**src/rtl/fifo_pkt.sv**
```systemverilog
// fifo_pkt: packet FIFO with speculative writes; pushed entries stay hidden until
// committed, and can be dropped as a group by discard.
`default_nettype none

module fifo_pkt #(
  parameter int WIDTH         = 8,
  parameter int DEPTH         = 16,
  parameter int FLOPS_NOT_MEM = 0,
  localparam int PTR_W        = $clog2(DEPTH),
  localparam int CNT_W        = $clog2(DEPTH + 1)
) (
  input  logic             i_clk,
  input  logic             i_rst_n,
  input  logic             i_cg,
  input  logic             i_flush,
  input  logic [WIDTH-1:0] i_data,
  input  logic             i_valid,
  output logic             o_ready,
  input  logic             i_commit,
  input  logic             i_discard,
  output logic [WIDTH-1:0] o_data,
  output logic             o_valid,
  input  logic             i_ready,
  output logic             o_pushed,
  output logic             o_popped,
  input  logic [CNT_W-1:0] i_afThresh,
  input  logic [CNT_W-1:0] i_aeThresh,
  output logic             o_almostFull,
  output logic             o_almostEmpty,
  output logic [CNT_W-1:0] o_nCommitted,
  output logic [CNT_W-1:0] o_nSpec
);

  logic [PTR_W-1:0] rd_ptr_q, rd_ptr_d;
  logic [PTR_W-1:0] wr_commit_q, wr_commit_d;
  logic [PTR_W-1:0] wr_spec_q, wr_spec_d;
  logic [CNT_W-1:0] n_committed_q, n_committed_d;
  logic [CNT_W-1:0] n_spec_q, n_spec_d;

  logic             push, pop, commit, discard, flush;
  logic [PTR_W-1:0] wr_spec_inc;
  logic [CNT_W:0]   total;

  function automatic logic [PTR_W-1:0] ptr_inc(input logic [PTR_W-1:0] p);
    return (p == PTR_W'(DEPTH - 1)) ? '0 : p + 1'b1;
  endfunction

  assign total   = {1'b0, n_committed_q} + {1'b0, n_spec_q};
  assign o_ready = (total != (CNT_W + 1)'(DEPTH));
  assign o_valid = (n_committed_q != '0);

  // Strobes are masked by reset so nothing reads as accepted while held in reset.
  assign flush   = i_cg & i_flush;
  assign push    = i_rst_n & i_cg & i_valid & o_ready & ~i_flush;
  assign pop     = i_rst_n & i_cg & i_ready & o_valid & ~i_flush;
  assign discard = i_cg & i_discard & ~i_flush;
  assign commit  = i_cg & i_commit & ~i_discard & ~i_flush;

  assign wr_spec_inc = push ? ptr_inc(wr_spec_q) : wr_spec_q;

  always_comb begin
    rd_ptr_d      = pop ? ptr_inc(rd_ptr_q) : rd_ptr_q;
    wr_commit_d   = wr_commit_q;
    wr_spec_d     = wr_spec_inc;
    n_spec_d      = n_spec_q + CNT_W'(push);
    n_committed_d = n_committed_q - CNT_W'(pop);
    if (flush) begin
      rd_ptr_d      = '0;
      wr_commit_d   = '0;
      wr_spec_d     = '0;
      n_spec_d      = '0;
      n_committed_d = '0;
    end else if (discard) begin
      wr_spec_d = wr_commit_q;
      n_spec_d  = '0;
    end else if (commit) begin
      // The same-cycle push is folded into the committed region.
      wr_commit_d   = wr_spec_inc;
      n_spec_d      = '0;
      n_committed_d = n_committed_q + n_spec_q + CNT_W'(push) - CNT_W'(pop);
    end
  end

  always_ff @(posedge i_clk or negedge i_rst_n) begin
    if (!i_rst_n) begin
      rd_ptr_q      <= '0;
      wr_commit_q   <= '0;
      wr_spec_q     <= '0;
      n_committed_q <= '0;
      n_spec_q      <= '0;
    end else begin
      rd_ptr_q      <= rd_ptr_d;
      wr_commit_q   <= wr_commit_d;
      wr_spec_q     <= wr_spec_d;
      n_committed_q <= n_committed_d;
      n_spec_q      <= n_spec_d;
    end
  end

  generate
    if (FLOPS_NOT_MEM != 0) begin : g_flops
      logic [DEPTH-1:0][WIDTH-1:0] store_q;
      always_ff @(posedge i_clk) begin
        for (int i = 0; i < DEPTH; i++) begin
          if (push && wr_spec_q == PTR_W'(i)) store_q[i] <= i_data;
        end
      end
      assign o_data = store_q[rd_ptr_q];
    end else begin : g_mem
      logic [WIDTH-1:0] mem_q [DEPTH];
      always_ff @(posedge i_clk) begin
        if (push) mem_q[wr_spec_q] <= i_data;
      end
      assign o_data = mem_q[rd_ptr_q];
    end
  endgenerate

  assign o_pushed      = push;
  assign o_popped      = pop;
  assign o_almostFull  = (total >= {1'b0, i_afThresh});
  assign o_almostEmpty = (n_committed_q <= i_aeThresh);
  assign o_nCommitted  = n_committed_q;
  assign o_nSpec       = n_spec_q;

endmodule

`default_nettype wire
```
**config.mk**
```make
export PLATFORM = sky130hd
export DESIGN_NAME = fifo_pkt
export DESIGN_NICKNAME = d
export VERILOG_FILES = /design/src/rtl/fifo_pkt.sv
export SDC_FILE = /design/constraint.sdc
export NUM_CORES = 1
export LEC_CHECK = 0
export ABC_AREA = 1
export BUFFER_PORTS_ARGS = -buffer_cell sky130_fd_sc_hd__buf_2
export CORE_ASPECT_RATIO = 1.1
export CORE_MARGIN = 5
export CORE_UTILIZATION = 45
export DETAILED_ROUTE_END_ITERATION = 16
export GPL_TIMING_DRIVEN = 1
export PLACE_DENSITY_LB_ADDON = 0.15
export SYNTH_ARGS = -nofsm -noshare
export SYNTH_HDL_FRONTEND = slang
export SYNTH_SLANG_ARGS = --single-unit
```
**constraint.sdc**
```tcl
create_clock -name i_clk -period 5.8 [get_ports i_clk]
set_input_delay 1.16 -clock i_clk [delete_from_list [all_inputs] [get_ports i_clk]]
set_output_delay 1.16 -clock i_clk [all_outputs]
set_load 0.01 [all_outputs]
```
# == After elaboration in Yosys (flattened, before gate mapping) ==
# Memories as Yosys holds them, arrays and structs flattened.
# Cells that the tools add are included.
# word_totals
ff_bits,22
ram_bits,128
in_bits,26
out_inout_bits,24
wordCells,57
mem_count,1
# classes
add_sub_neg,8
magnitude_cmp,2
n_eq_ne,4
mux,18
bitwise_logic,15
n_reduce_logical,4
# mem_list
memory,depth,word_bits,read_ports,rd_ports_with_merged_regs,wr,line,rtl
g_mem.mem_q,16,8,1,0,1,110,logic [WIDTH-1:0] mem_q [DEPTH];
# ops
operator,count
$mux W4,10
$mux W5,6
$and A1 B1 Y1,13
$add A5 B1 Y5,2
$sub A5 B1 Y5,2
$add A4 B1 Y4 const B,2
$eq A4 B4 Y1 const B,2
$add A5 B5 Y6,1
$ge A6 B5 Y1,1
$ne A6 B5 Y1 const B,1
$add A5 B5 Y5,1
$le A5 B5 Y1,1
$reduce_bool A5 Y1,1
$reduce_bool A2 Y1,2
$mux W1,2
$ne A2 B1 Y1 const B,1
$not A1 Y1,2
$reduce_and A2 Y1,1

# == Longest topological paths before layout ==
# Gate-level depths: netlist (run 1).
# logic_depth
depth_word,9
ltp_mapped,19
depth_no_buf,19

# == Worst setup path before layout (run 1) ==
# Ideal clock, no wire load.
# synth_timing
kind,input -> output
startpoint,input i_afThresh[1]
endpoint,output o_almostFull
t_arrival_ps,2102
t_required_ps,4640
setup_slack_ps,2538
path_stages,7
path_buffers,0
path_cell_list,inv_1 -> ha_1 -> a21boi_0 -> o21a_1 -> o21a_1 -> o21ai_0 -> nand2_1
# synth_between
elab_chain_len,1
# synth_rtl
element,line,rtl
from (decl),26,"input logic [CNT_W-1:0] i_afThresh,"
$ge A6 B5 Y1,120,"assign o_almostFull = (total >= {1'b0, i_afThresh});"
to (decl),28,"output logic o_almostFull,"
# No other way between the ends.

# == Worst setup path in the final report (run 1) ==
# layout_timing
startpoint,register rd_ptr_q[1]
endpoint,output o_data[4]
# layout_between
elab_chain_len,1
# layout_rtl
element,line,rtl
from (decl),34,"logic [PTR_W-1:0] rd_ptr_q, rd_ptr_d;"
from (signal assigned),92,rd_ptr_q <= rd_ptr_d;
$mem_v2 Z16 W8,-,
to (decl),21,"output logic [WIDTH-1:0] o_data,"
# No other way between the ends.

==> metrics.txt, run 1 <==
IO Port Bufs 49; CP top delay family buffers and inverters; Hold Path Origin wr_commit_q[1]; status finished clean; global-route wire length before repair 25800 um; Chip Width 128 um; GPL Wtd Cong 0.914; crit path max fanout 19; antenna violations before repair 0; share of layout cells above drive strength 1 14.9%; Synth Area in Adders 6.26%; Cell Chain, Critical Path inv_1 > nand2_2 > inv_1 > nand3_1 > nand3_1 > o21ai_0 > buf_2; Setup Skew 7.97 ps; final hold slack 477 ps; unrepaired setup endpoints after global routing no; TritonCTS sink count 150; num ports 50; Max-Cap Viols 0; total gr overflow 0; final hold violations 0; CORE AREA 15100 um2; Slew Viols, Final 0; Worst Setup Slack, final 1740 ps; All-Layer GR Usage 18.9%; Vias 4811; Iteration-0 DRC Markers 425; Avg Cell Area, Syn 11.2 um2; Peak Freq 246 MHz; Mapped Area 6950 um2; cell leakage power 3.22 nW; Post-DP HPWL 11100 um; Die ar. 18000 um2; TritonCTS Buffers 17; Synth Area in Simple Gates 14.7%; fillers 1322; Clock Path Buffers 2; area grow syn2layout 14.5%; compound-cell area share of the yosys netlist 9.85%; Synth Net Count 680; Switch Pwr 0.000701 W; yosys warns 0; launch point of the worst reg-to-reg path o_nSpec[0]; Hold Buf Count CTS 0; Pwr Total 0.00265 W; Worst EP required 4640 ps; R2R cell count 19; WL final 16500 um; setup_tns 0 ps; vias per cell 5.46; XOR/XNOR Fraction of Synth Area 1.39%; CP Capture Type output pin; WP buf/inv 3; Synth Register Bits 150; ANT nets after route 0; # rows 47; CP max stage cell dfrtp_1; clock group share of total power 40.2%; mux share of post-synthesis cell area 0%; Final Non-Filler Cells 881; post-synthesis sequential area ratio 63.2%; Crit Path Class register to output pin; P_int 0.00195 W; PostCTS Resize Cnt 0; Crit Reg-Reg Endpoint o_nCommitted[4]; Least-Margin Pin Slew 1000 ps; die height 140 um; diodes inserted 0; Startpoint Class register; final worst path period share 70.0%; vias in the first global route 4827; Logic pwr share 13.9%; synth unique cells 34; CTS tree yes; Slew headroom 33.0%; Reg power frac 45.9%; CP peak stage delay 740 ps; Post-Syn Instances 621; R2R setup slack 2620 ps; largest net degree at the start of global routing 68; min Tclk post-route 4060 ps; hold path endpoint wr_spec_q[1]; latest clock arrival within the worst-skew pair 420 ps; hold path depth 2; htree depth 4; dpl ws 2120 ps; power per cell area 334 nW/um2; placed cell count 849; Worst EP arrival 2900 ps; Setup Buffers After CTS 0; DRC 0; Setup-failing EPs final 0; Sw Ratio 26.4%; DRT Pass-1 Iters 5; nets@finish 731; main combinational cell family by area after synthesis simple AND/OR/NAND/NOR gates; IR drop worst, VDD 178 uV; Root Buffer clkbuf_16; Initial Utilization 46.0%; worst min path class register to register; Worst-path clk slew 60 ps; routed len/inst 18.7 um
[routing by layer]
layer | GRT usage (%) | vias up | routed length [um]
li1 | - | 2289 | -
met1 | 23.1 | 2340 | 6850
met3 | 5.14 | 33 | 844
met2 | 31.6 | 149 | 8250
met5 | 0 | - | 0
met4 | 7.63 | 0 | 525
[how the worst max path moves through the flow]
stage | from | end | cells past startpoint
global placement | i_rst_n | o_pushed | 5
CTS | rd_ptr_q[1] | o_data[4] | 7
global route | rd_ptr_q[1] | o_data[4] | 7
finish | rd_ptr_q[1] | o_data[4] | 7
floorplan | i_afThresh[1] | o_almostFull | 7
detailed placement | i_rst_n | o_pushed | 5
[cells by family after synthesis]
group,after synthesis
xor gates and xnor gates,11
DFF,150
and+or+nand+nor,234
adders and majority gates,33
AOI/OAI and AO/OA,114
buffers and inverters,79
[power by group through the flow]
stage	Clock (W)	Sequential (W)	Combinational [W]
after floorplan	0	0.00124	0.000246
after global placement	0	0.00124	0.000364
after detailed placement	0	0.00124	0.000371
after CTS	0.00108	0.00122	0.000373
after global routing	0.00114	0.00122	0.000414
final	0.00107	0.00122	0.000368
[state kept, by name, summed over array words and instances (netlist names)]
| register | flops |
|---|---|
| g_mem.mem_q | 128 |
| wr_commit_q | 4 |
| rd_ptr_q | 4 |
| o_nCommitted | 5 |
| wr_spec_q | 4 |
| o_nSpec | 5 |
[cells in the mapped netlist (all sizes together)]
master / n / share of area (%)
a211oi: 5 / 0.54
xor2: 7 / 0.88
and3: 1 / 0.090
dfrtp: 22 / 7.9
xnor2: 4 / 0.50
nand2: 112 / 6.6
o221ai: 6 / 0.76
a21boi: 1 / 0.11
o2111ai: 1 / 0.13
nand4: 13 / 1.2
nand3: 37 / 3.0
o31ai: 1 / 0.11
edfxtp: 128 / 55
clkbuf: 9 / 0.49
o21ai: 51 / 3.8
inv: 58 / 3.2
clkinv: 1 / 0.054
nor2: 71 / 3.9
o22ai: 11 / 0.99
a221oi: 9 / 1.1
o221a: 1 / 0.16
fa: 3 / 0.86
a21oi: 26 / 1.9
buf: 11 / 0.79
ha: 30 / 5.4
o21a: 2 / 0.22
[worst min-delay path, stage by stage, from the launching register on]
cell,delay (ps)
dfrtp_1,340
nand2_1,50
nand2_1,50
[layout by cell type (no fill, tap or decap), types with 3 or more instances in the layout]
master / count
edfxtp_1: 128
nand2_1: 106
nor2_1: 68
inv_1: 56
buf_2: 49
o21ai_0: 48
nand3_1: 34
ha_1: 30
a21oi_1: 26
dfrtp_1: 21
clkbuf_16: 17
nand4_1: 13
o22ai_1: 11
a221oi_1: 9
xor2_1: 7
o221ai_1: 6
a211oi_1: 5
nand2_4: 4
inv_6: 4
xnor2_1: 4
nor2_2: 3
o21ai_2: 3
fa_1: 3
clkinvlp_4: 3
clkinv_4: 3
clkinv_2: 3
buf_4: 3
[per-stage QoR]
step,utilization (%),cell area (um2)
floorplan,-,6950
global placement,48.8,7380
detailed placement,48.8,7380
CTS,52.6,7960
global route,52.6,7960
finish,52.6,7960
[area by class of cell]
type | instances | area [um2] | area share [%]
clock buffers | 17 | 425 | 5.35
flip-flops and latches | 150 | 4400 | 55.3
inverters | 59 | 226 | 2.85
multi-input cells | 392 | 2240 | 28.2
clock inverters | 15 | 154 | 1.93
well taps | 196 | 245 | 3.08
repair buffers | 52 | 268 | 3.37
Note: power is estimated with default switching activity, not from simulation.
==> run 2: changes to the inputs <==
- clock period: 5.8 -> 3.65 ns (I/O delays scaled with it)
==> metrics.txt, run 2 (synthesis gave the netlist of run 1 again) <==
CORE AREA 15100 um2; Worst EP required 2920 ps; Die ar. 18000 um2; antenna violations before repair 0; Least-Margin Pin Slew 707 ps; commonest non-fill, non-tap cells in the layout edfxtp_1 (128), nand2_1 (106), nor2_1 (68), inv_1 (56), buf_2 (49); Root Buffer clkbuf_16; WL final 16200 um; Worst-path clk slew 60 ps; Startpoint Class register; crit path max fanout 4; GPL Wtd Cong 0.912; IO Port Bufs 49; # rows 47; vias per cell 5.31; final worst path period share 93.9%; num ports 50; nets@finish 752; global-route wire length before repair 26000 um; Post-DP HPWL 11100 um; Slew Viols, Final 0; DRC 0; met3 Use GR 4.23%; area grow syn2layout 17.4%; TritonCTS Buffers 17; ANT nets after route 0; Chip Width 128 um; Setup Buffers After CTS 0; Worst EP arrival 2700 ps; total gr overflow 0; power per cell area 528 nW/um2; unrepaired setup endpoints after global routing no; CP Capture Type output pin; leading cell type in the layout, fill and taps excluded edfxtp_1; GRT met2 Usage 32.1%; worst min path class input pin to async pin; share of layout cells above drive strength 1 17.3%; Setup-failing EPs final 0; IR drop worst, VDD 271 uV; routed len/inst 17.9 um; placed cell count 870; latest clock arrival within the worst-skew pair 410 ps; Peak Freq 292 MHz; PostCTS Resize Cnt 0; final hold violations 0; TritonCTS sink count 150; diodes inserted 0; status finished clean; max reg flops 128; setup_tns 0 ps; Clock Path Buffers 2; final core utilization 54.0%; All-Layer GR Usage 19.1%; Final Non-Filler Cells 902; Initial Utilization 46.0%; Slew headroom 52.8%; min Tclk post-route 3430 ps; Iteration-0 DRC Markers 317; Crit Path Class register to output pin; DRT Pass-1 Iters 6; htree depth 4; Max-Cap Viols 0; vias in the first global route 4833; largest net degree at the start of global routing 68; CTS tree yes; Setup Skew 6.01 ps; largest reg by FF count g_mem.mem_q; met1 usage 23.7%; Vias 4788; cell leakage power 3.35 nW; Most Used Layer, Global Route met2; Hold Buf Count CTS 0; die height 140 um
[run 2: per-layer routing]
metal	routed length, um	part of all wire [%]	vias to the layer above
met4	522	3.2	0
li1	-	-	2334
met3	829	5.1	31
met2	8140	50	124
met1	6660	41	2299
met5	0	0	-
[run 2: final cells by class]
type | instances | area (um2)
fillers | 1261 | 6950
flip-flops and latches | 150 | 4400
multi-input cells | 392 | 2240
repair buffers | 73 | 438
clock buffers | 18 | 429
well taps | 196 | 245
inverters | 59 | 226
clock inverters | 14 | 184
[run 2: path summary, 6_finish.rpt]
check	from	to	slack, ps	cells after the start
max in group asynchronous	i_rst_n	rd_ptr_q[0]	3010	2
max	o_nCommitted[0]	o_almostFull	220	11
min reg2reg	wr_commit_q[3]	wr_spec_q[3]	470	2
min	i_rst_n	wr_commit_q[0]	170	1
max reg2reg	o_nCommitted[0]	o_nCommitted[4]	550	19
min in group i_clk	wr_commit_q[3]	wr_spec_q[3]	470	2
[run 2: critical path, stage by stage, from the launching register on]
cell      delay (ps)
dfrtp_1          400
ha_1             220
inv_1             70
fa_1             510
inv_1             50
ha_1             260
a21boi_0         120
o21a_1           170
o21a_1           150
o21ai_0          140
nand2_1           70
buf_2            140
[run 2: where the power goes]
| part | switching [W] | internal [W] |
|---|---|---|
| Clock | 0.000642 | 0.00114 |
| Combinational | 0.000387 | 0.000211 |
| Sequential | 0.0000371 | 0.00189 |
[run 2: stage by stage]
stage          hold slack [ps]  cell area [um2]  power (W)  setup slack (ps)
2_1_floorplan              434             6950    0.00235               743
3_3_place_gp               466             7550    0.00256               647
3_5_place_dp               459             7550    0.00257               547
4_1_cts                    153             8160    0.00435               184
5_1_grt                    165             8160    0.00452               100
6_report                   168             8160    0.00431               221
